## src/rtl/uart_pixel_loader.sv

```systemverilog
// uart_pixel_loader: turns the UART receive byte stream into 48-bit pixel
// words (two RGB888 pixels) and writes them into the pixel RAM.
// Packet: SYNC, ADDR_H, ADDR_L, LEN_H, LEN_L, then 6*LEN data bytes.
// Optional macro UART_PIXEL_LOADER_CHECKSUM_EN adds a trailing XOR checksum byte.
module uart_pixel_loader #(
  parameter int unsigned ADDR_WIDTH     = 9,
  parameter logic [7:0]  SYNC_BYTE      = 8'hA5,
  parameter int unsigned TIMEOUT_CYCLES = 1000000
) (
  input  logic                  clk,
  input  logic                  rst,
  input  logic [7:0]            rx_data,
  input  logic                  rx_busy,
  output logic                  wr_en,
  output logic [ADDR_WIDTH-1:0] wr_addr,
  output logic [47:0]           wr_data,
  output logic                  busy,
  output logic                  frame_done,
  output logic                  err_timeout,
  output logic                  err_checksum
);

  localparam int unsigned TMR_W = $clog2(TIMEOUT_CYCLES + 1);
  localparam logic [TMR_W-1:0] TMR_LAST = TMR_W'(TIMEOUT_CYCLES - 1);

  typedef enum logic [2:0] {
    IDLE, ADDR_H, ADDR_L, LEN_H, LEN_L, DATA
`ifdef UART_PIXEL_LOADER_CHECKSUM_EN
    , CHK
`endif
  } state_t;

  state_t                  state_q, state_d;
  logic                    busy_q;
  logic [TMR_W-1:0]        tmr_q;
  logic [7:0]              hi_q;
  logic [ADDR_WIDTH-1:0]   addr_q;
  logic [15:0]             words_q;
  logic [2:0]              bcnt_q;
  logic [39:0]             shift_q;
  logic [15:0]             hdr16;

  logic byte_stb, timeout_hit, acc_stb;
  logic last_byte, last_word, len_zero;
  logic wr_en_d, frame_done_d, err_timeout_d;

`ifdef UART_PIXEL_LOADER_CHECKSUM_EN
  logic [7:0] chk_q;
  logic       err_checksum_d;
`endif

  // Stage p0: byte strobe on the falling edge of rx_busy, timeout arbitration
  assign byte_stb    = busy_q & ~rx_busy;
  assign timeout_hit = (state_q != IDLE) && (tmr_q == TMR_LAST);
  assign acc_stb     = byte_stb & ~timeout_hit;
  assign hdr16       = {hi_q, rx_data};
  assign last_byte   = acc_stb && (state_q == DATA) && (bcnt_q == 3'd5);
  assign last_word   = last_byte && (words_q == 16'd1);
  assign len_zero    = acc_stb && (state_q == LEN_L) && (hdr16 == 16'd0);
  assign busy        = (state_q != IDLE);

  // State register
  always_ff @(posedge clk) begin
    if (rst) state_q <= IDLE;
    else     state_q <= state_d;
  end

  // Next-state logic; a timeout overrides any byte in the same cycle
  always_comb begin
    state_d = state_q;
    if (timeout_hit) begin
      state_d = IDLE;
    end else if (acc_stb) begin
      case (state_q)
        IDLE:   if (rx_data == SYNC_BYTE) state_d = ADDR_H;
        ADDR_H: state_d = ADDR_L;
        ADDR_L: state_d = LEN_H;
        LEN_H:  state_d = LEN_L;
`ifdef UART_PIXEL_LOADER_CHECKSUM_EN
        LEN_L:  state_d = len_zero ? CHK : DATA;
        DATA:   if (last_word) state_d = CHK;
        CHK:    state_d = IDLE;
`else
        LEN_L:  state_d = len_zero ? IDLE : DATA;
        DATA:   if (last_word) state_d = IDLE;
`endif
        default: state_d = IDLE;
      endcase
    end
  end

  // Output decode: next values of the one-cycle pulse outputs
  always_comb begin
    wr_en_d       = last_byte;
    err_timeout_d = timeout_hit;
`ifdef UART_PIXEL_LOADER_CHECKSUM_EN
    frame_done_d   = acc_stb && (state_q == CHK) && (rx_data == chk_q);
    err_checksum_d = acc_stb && (state_q == CHK) && (rx_data != chk_q);
`else
    frame_done_d   = last_word | len_zero;
`endif
  end

  // Stage p1: registered outputs, counters, timer and header fields
  always_ff @(posedge clk) begin
    if (rst) begin
      busy_q      <= 1'b0;
      tmr_q       <= '0;
      hi_q        <= '0;
      addr_q      <= '0;
      words_q     <= '0;
      bcnt_q      <= '0;
      wr_en       <= 1'b0;
      wr_addr     <= '0;
      wr_data     <= '0;
      frame_done  <= 1'b0;
      err_timeout <= 1'b0;
    end else begin
      busy_q      <= rx_busy;
      tmr_q       <= (state_q == IDLE || byte_stb) ? '0 : tmr_q + 1'b1;
      wr_en       <= wr_en_d;
      frame_done  <= frame_done_d;
      err_timeout <= err_timeout_d;
      if (wr_en_d) begin
        wr_addr <= addr_q;
        wr_data <= {shift_q, rx_data};
      end
      if (acc_stb) begin
        case (state_q)
          ADDR_H, LEN_H: hi_q <= rx_data;
          ADDR_L:        addr_q <= hdr16[ADDR_WIDTH-1:0];
          LEN_L: begin
            words_q <= hdr16;
            bcnt_q  <= 3'd0;
          end
          DATA: begin
            if (bcnt_q == 3'd5) begin
              bcnt_q  <= 3'd0;
              addr_q  <= addr_q + 1'b1;
              words_q <= words_q - 16'd1;
            end else begin
              bcnt_q <= bcnt_q + 3'd1;
            end
          end
          default: ;
        endcase
      end
    end
  end

  // Word assembly shift register, MSB byte first
  always_ff @(posedge clk) begin
    if (acc_stb && state_q == DATA) shift_q <= {shift_q[31:0], rx_data};
  end

`ifdef UART_PIXEL_LOADER_CHECKSUM_EN
  // Running XOR of every byte after SYNC, and the checksum error pulse
  always_ff @(posedge clk) begin
    if (rst) begin
      chk_q        <= '0;
      err_checksum <= 1'b0;
    end else begin
      err_checksum <= err_checksum_d;
      if (acc_stb) begin
        if (state_q == IDLE)     chk_q <= '0;
        else if (state_q != CHK) chk_q <= chk_q ^ rx_data;
      end
    end
  end
`else
  assign err_checksum = 1'b0;
`endif

endmodule

```

## config.mk

```make
export PLATFORM = sky130hd
export DESIGN_NAME = uart_pixel_loader
export DESIGN_NICKNAME = d
export VERILOG_FILES = /design/src/rtl/uart_pixel_loader.sv
export SDC_FILE = /design/constraint.sdc
export NUM_CORES = 1
export LEC_CHECK = 0
export BUFFER_PORTS_ARGS = -buffer_cell sky130_fd_sc_hd__buf_2
export CORE_ASPECT_RATIO = 2
export CORE_MARGIN = 10
export CORE_UTILIZATION = 35
export CTS_CLUSTER_DIAMETER = 80
export CTS_CLUSTER_SIZE = 40
export DETAILED_ROUTE_END_ITERATION = 8
export HOLD_SLACK_MARGIN = 0.12
export PLACE_DENSITY = 0.55
export SYNTH_ARGS = -nofsm -noshare
export SYNTH_HDL_FRONTEND = slang
export SYNTH_SLANG_ARGS = --single-unit
```

## constraint.sdc

```tcl
create_clock -name clk -period 5.9 [get_ports clk]
set_clock_uncertainty 0.15 [all_clocks]
set_input_delay 0 -clock clk [delete_from_list [all_inputs] [get_ports clk]]
set_output_delay 0 -clock clk [all_outputs]
set_load 0.02 [all_outputs]
```

==> run summary, run 1 <==
Peak supply drop: 0.150 mV
# setup viols final: 0
FF+latch count, synth: 160
ANT cells: 0
First DRT Iteration DRCs: 353
Crit path kind: reg -> reg
Worst slew pin tran: 1.16 ns
Die area: 0.0250 sq mm
Post-route ant nets: 0
Final worst setup slack: 2.92 ns
Syn. warnings: 0
Final net count: 787
R2R setup slack: 2.92 ns
Worst min-delay path class: in -> reg
WL/cell: 17.9 um
Setup Buffers After CTS: 0
Sequential power share: 0.493
Combinational group share of total power: 0.028
Avg Inst Size Synth: 9.25 sq um
Hold Crit Depth: 3
Pins over their slew limit: 0
Clock buffer depth: 2
Unrepaired setup endpoints after global routing: false
CP Launch Type: register
Grt total ovfl: 0
Final worst-path cycle share: 0.504
Worst skew pair latency: 0.42 ns
CTS Root Cell: clkbuf_16
RePlAce Congestion: 0.860
FF-to-FF End: addr_q[6]
Hold wc startpoint: rst
R2R cell count: 6
Pwr/cell area: 294 mW/mm^2
Initial antenna violation count: 0
Finished Cell Area: 0.00776 sq mm
Core Util, Final: 0.416
First-pass GRT wire length: 28700 um
Tmin final: 2.98 ns
Critical Path Most Common Cell: nor2_1
Largest net degree at the start of global routing: 97
Dpl cell area: 0.00708 sq mm
Placed Cells incl. Taps: 962
Number of distinct library cells after synthesis: 58
Die X-Extent: 117 um
Leading register cell type out of synthesis: dfxtp_1
Hold EP: words_q[13]
Post-DR vias/cell: 5.34
Clk slew on worst S/H paths: 0.07 ns
TritonCTS clock tree: yes
Max Cap Viol: 0
1st-pass router iterations: 4
Synth Instances: 712
Vias: 5366
CTS Buf Count: 17
Async SR Flop Fraction: 0
Critical Path, Cell by Cell: nand3b_1, buf_4, nor2_1, a31oi_1, nor2_1, a2111oi_0
Post-DP HPWL: 12600 um
Worst Path Arrival: 3.12 ns
Core region area: 0.0187 sq mm
Post-route insts no fill: 1004
Final Hold Viols: 0
Crit-path max cell delay: 0.64 ns
Vias in the first global route: 5444
Syn nets: 727
Total GRT Usage: 0.146
Sw Pwr: 0.517 mW
CP endpoint kind: register
Pre-CTS setup slack: 2.90 ns
P&R area growth vs syn: 17.8%
WP data required: 6.04 ns
Site Rows: 71
Mapped cell area: 0.00659 sq mm
Wirelength, routed: 18000 um
CTS Sinks: 160
Internal power: 1.77 mW
Port bufs: 71
# DRC: 0
Static Leakage: 2.69 nW
Die Ht: 214 um
Outcome: finished, final reports clean
Slew headroom: 0.224
RR Startpoint: state_q[1]
Starting density of the core: 0.353
Post-synth EDFFs: 40
CP Max Fanout: 55
Sequential area share after synthesis: 0.547
H-tree depth: 4
Overall power: 2.28 mW
Slowest-stage cell, CP: a31oi_1
Sw Ratio: 0.226
Share of layout cells above drive strength 1: 0.149
Max Fclk: 336 MHz
Setup TNS: 0 ns
Fin Hold WS: 0.131 ns
Clock Power Share: 0.479
Top Ports: 73
state kept, by name, summed over array words and instances (netlist names):
register / count
frame_done: 1
wr_data: 48
err_timeout: 1
tmr_q: 20
state_q: 3
wr_en: 1
words_q: 16
busy_q: 1
shift_q: 40
wr_addr: 9
addr_q: 9
hi_q: 8
bcnt_q: 3
critical path: cells and delay by family, from the launching register on:
kind | cells | cell delay (ns)
AOI/OAI and AO/OA | 2 | 1.06
buffers and inverters | 1 | 0.48
and+or+nand+nor | 3 | 0.67
DFF | 1 | 0.48
metal layers:
layer  routed length [um]  GRT usage
met4                  850     0.0857
met3                  701     0.0342
met5                    0          0
met1                 6790      0.148
met2                 9620      0.258
how the worst max path moves through the flow:
stage	from	to	cells past startpoint
5_1_grt	state_q[1]	addr_q[6]	6
6_report	state_q[1]	addr_q[6]	6
4_1_cts	tmr_q[12]	wr_data[0]	6
3_5_place_dp	state_q[1]	addr_q[6]	6
2_1_floorplan	state_q[2]	shift_q[0]	6
3_3_place_gp	state_q[1]	addr_q[6]	6
synth_stat cells, drive strengths merged, types with 4 or more instances:
cell | count | area, sq um
a31oi | 5 | 31.3
o41ai | 6 | 52.6
nand4 | 11 | 68.8
or4 | 6 | 45.0
edfxtp | 40 | 1200
o31ai | 17 | 128
nand3 | 29 | 145
nand2b | 4 | 25.0
o21a | 5 | 37.5
o211ai | 4 | 35.0
and3 | 7 | 48.8
buf | 20 | 133
xnor2 | 5 | 43.8
o21ai | 18 | 90.1
nor2 | 49 | 184
and4 | 5 | 43.8
clkbuf | 28 | 105
mux2i | 9 | 90.1
xor2 | 12 | 105
dfxtp | 120 | 2400
nor3 | 11 | 55.1
nor4 | 7 | 43.8
inv | 10 | 37.5
nand2 | 143 | 537
a211oi | 4 | 30.0
a21oi | 85 | 425
ha | 4 | 50.1
nand3b | 5 | 37.5
or3 | 10 | 62.6
kinds of logic after synthesis:
group,synth area share
AO/OA/AOI/OAI,0.161
XOR/XNOR,0.0226
adder cells (fa/ha/maj),0.00760
buffers and inverters,0.0423
flip-flops,0.547
multiplexers,0.0137
other,0.000569
AND/OR/NAND/NOR,0.205
area by class of cell:
class,instances,area (sq um)
clock buffers,17,425
clock inverters,15,160
fillers,1854,10900
inverters,11,41.3
multi-input cells,493,2740
flip-flops and latches,160,3600
well taps,219,274
repair buffers,89,518
power groups by stage:
stage | registers (mW) | clock network [mW] | logic [mW]
3_3_place_gp | 1.15 | 0 | 0.0594
2_1_floorplan | 1.15 | 0 | 0.0372
4_1_cts | 1.12 | 1.12 | 0.0642
5_1_grt | 1.12 | 1.17 | 0.0694
6_report | 1.13 | 1.09 | 0.0638
3_5_place_dp | 1.15 | 0 | 0.0590
repair_timing:
| item | CTS | global route |
|---|---|---|
| gates resized for setup | 0 | 0 |
| hold buffers | 10 | 0 |
| endpoints found under the hold margin | 52 | 0 |
cell usage in the layout (no fill, tap or decap), types with 4 or more instances in the layout:
master         instances
ha_1                   4
mux2i_1                9
o21ai_0               17
nand3b_1               5
clkbuf_16             17
o21a_1                 5
nand2b_1               4
o41ai_1                6
buf_4                  9
clkinvlp_4             4
nand2_1              143
xnor2_1                5
nand3_1               29
or3_1                 10
buf_2                 70
or4_1                  6
inv_1                 10
nand4_1               11
a31oi_1                5
nor2_1                48
nor3_1                11
and3_1                 6
edfxtp_1              40
nor4_1                 7
xor2_1                12
and4_1                 5
o31ai_1               17
dlygate4sd3_1         10
a21oi_1               85
dfxtp_1              120
clkinv_4               4
Power figures use the tool's default switching activity.
==> inputs of run 2 (changes only) <==
==> constraint.sdc (replaced) <==
create_clock -name clk -period 3.12 [get_ports clk]
set_clock_uncertainty 0.15 [all_clocks]
set_input_delay 0 -clock clk [delete_from_list [all_inputs] [get_ports clk]]
set_output_delay 0 -clock clk [all_outputs]
set_load 0.02 [all_outputs]
==> run summary, run 2 (synthesis gave the netlist of run 1 again) <==
Hold Crit Depth: 3 (unchanged)
Outcome: finished, final reports clean
Post-DR vias/cell: 5.32 (-0.43%)
RePlAce Congestion: 0.831 (-3.3%)
Hold wc startpoint: rx_busy
Worst min-delay path class: in -> reg
Clock Power Share: 0.486 (+0.007)
Buf/Inv on CP: 0 (-1)
Crit-path max cell delay: 0.92 ns (+0.28 ns)
ANT cells: 0 (unchanged)
Final worst-path cycle share: 0.876 (+0.372)
Setup TNS: 0 ns (unchanged)
H-tree depth: 4 (unchanged)
Unrepaired setup endpoints after global routing: false
Largest registers: wr_data (48), shift_q (40), tmr_q (20)
Fin Hold WS: 0.207 ns (+0.0757 ns)
R2R setup slack: 0.39 ns (-2.54 ns)
Share of layout cells above drive strength 1: 0.158 (+0.00945)
Internal power: 3.43 mW (+94%)
Core region area: 0.0187 sq mm (unchanged)
Combinational group share of total power: 0.029 (about the same)
Largest Register: wr_data
Overall power: 4.39 mW (+92%)
CTS Buf Count: 17 (unchanged)
Die Ht: 214 um (unchanged)
Crit path kind: reg -> reg
Most frequent cells in the layout: 143 x nand2_1, 120 x dfxtp_1, 85 x a21oi_1
R2R cell count: 4 (-2)
Vias: 5396 (+0.56%)
CTS Sinks: 160 (unchanged)
Vias in the first global route: 5456 (+0.22%)
Slew headroom: 0.250 (+0.0263)
TritonCTS clock tree: yes
Static Leakage: 2.77 nW (+2.9%)
WL/cell: 18.0 um (+0.68%)
# setup viols final: 0 (unchanged)
Die X-Extent: 117 um (unchanged)
Max Cap Viol: 0 (unchanged)
Commonest non-fill, non-tap cell in the layout: nand2_1
Hold EP: busy_q
Pins over their slew limit: 0 (unchanged)
Port bufs: 71 (unchanged)
Setup Buffers After CTS: 0 (unchanged)
Peak supply drop: 0.333 mV (+120%)
Sw Ratio: 0.218 (-0.00860)
Crit path depth: 4 (-2)
Die area: 0.0250 sq mm (unchanged)
Initial antenna violation count: 0 (unchanged)
Final Hold Viols: 0 (unchanged)
Largest net degree at the start of global routing: 98 (+1.0%)
Worst Path Arrival: 2.62 ns (-0.50 ns)
Clk slew on worst S/H paths: 0.06 ns (about the same)
Slowest-stage cell, CP: nor2_4
Starting density of the core: 0.353 (unchanged)
Max FFs per register: 48 (unchanged)
FF-to-FF End: shift_q[10]
Top Ports: 73 (unchanged)
Core Util, Final: 0.423 (+0.00664)
Tmin final: 2.73 ns (-0.241 ns)
First-pass GRT wire length: 29400 um (+2.4%)
Pwr/cell area: 556 mW/mm^2 (+89%)
RR Startpoint: state_q[2]
Clock buffer depth: 2 (unchanged)
CTS Root Cell: clkbuf_16
CP Launch Type: register
Post-route insts no fill: 1014 (+1.0%)
Grt total ovfl: 0 (unchanged)
Post-route ant nets: 0 (unchanged)
Site Rows: 71 (unchanged)
P&R area growth vs syn: 19.7%
Final net count: 797 (+1.3%)
Total GRT Usage: 0.149 (+0.00395)
Placed Cells incl. Taps: 972 (+1.0%)
First DRT Iteration DRCs: 327 (-7.4%)
Fillers: 1860 (+0.32%)
Worst skew pair latency: 0.42 ns (about the same)
1st-pass router iterations: 4 (unchanged)
Sequential power share: 0.485 (-0.008)
Post-DP HPWL: 12800 um (+1.2%)
Critical Path, Cell by Cell: or3_1, nand3_1, o21ai_1, nor2_4
CP delay by family, top: simple AND/OR/NAND/NOR gates
WP data required: 3.00 ns (-3.04 ns)
Sw Pwr: 0.955 mW (+85%)
Worst slew pin tran: 1.12 ns (-0.0394 ns)
CP endpoint kind: register
CP Max Fanout: 41 (-25%)
Wirelength, routed: 18300 um (+1.7%)
Max Fclk: 366 MHz (+8.8%)
# DRC: 0 (unchanged)
-- run 2: cell count changes in the layout (fill, tap and decap cells not counted), sizes merged --
cell      previous run  this run
clkinv               7         6
buf                 79        89
inv                 13        12
clkbuf              17        21
clkinvlp             4         2
-- run 2: how the worst max path moves through the flow --
stage | start | end | slack (ns)
after floorplan | state_q[2] | shift_q[0] | 0.21
after global placement | state_q[2] | shift_q[38] | 0.43
after detailed placement | state_q[2] | shift_q[37] | 0.37
after CTS | state_q[2] | shift_q[10] | 0.35
after global routing | state_q[2] | shift_q[10] | 0.25
final | state_q[2] | shift_q[10] | 0.39
-- run 2: final cells by class --
type	instances	area (sq um)	share of cell area
flip-flops and latches	160	3600	0.457
multi-input cells	493	2740	0.347
repair buffers	99	618	0.0784
clock buffers	21	482	0.0611
well taps	219	274	0.0347
clock inverters	11	128	0.0162
inverters	11	41.3	0.00524
-- run 2: layer usage --
layer,wire length (um),global-route usage,part of all wire
met2,10200,0.272,0.56
met1,6750,0.153,0.37
met5,0,0,0
met4,539,0.0787,0.030
met3,723,0.0289,0.040
-- run 2: timing repair --
| item | CTS | global route |
|---|---|---|
| endpoints found under the hold margin | 51 | 0 |
| resized for setup | 0 | 0 |
| hold buffers | 10 | 0 |
-- run 2: power groups by stage --
| stage | sequential [mW] | clock [mW] | combinational, mW |
|---|---|---|---|
| 6_report | 2.13 | 2.13 | 0.127 |
| 4_1_cts | 2.13 | 2.18 | 0.128 |
| 3_5_place_dp | 2.17 | 0 | 0.117 |
| 5_1_grt | 2.13 | 2.26 | 0.136 |
| 2_1_floorplan | 2.17 | 0 | 0.0704 |
| 3_3_place_gp | 2.17 | 0 | 0.118 |
-- run 2: through the flow --
step / instance area (sq um) / worst slack, ns
detailed placement: 7180 / 0.370
global placement: 7180 / 0.426
finish: 7890 / 0.386
global route: 7890 / 0.253
CTS: 7890 / 0.350
floorplan: 6590 / 0.211
-- run 2: worst reg2reg max path, delay by kind of cell, from the launching register on --
family | cells | cell delay [ns]
simple gates | 3 | 1.56
flops | 1 | 0.39
compound gates | 1 | 0.24
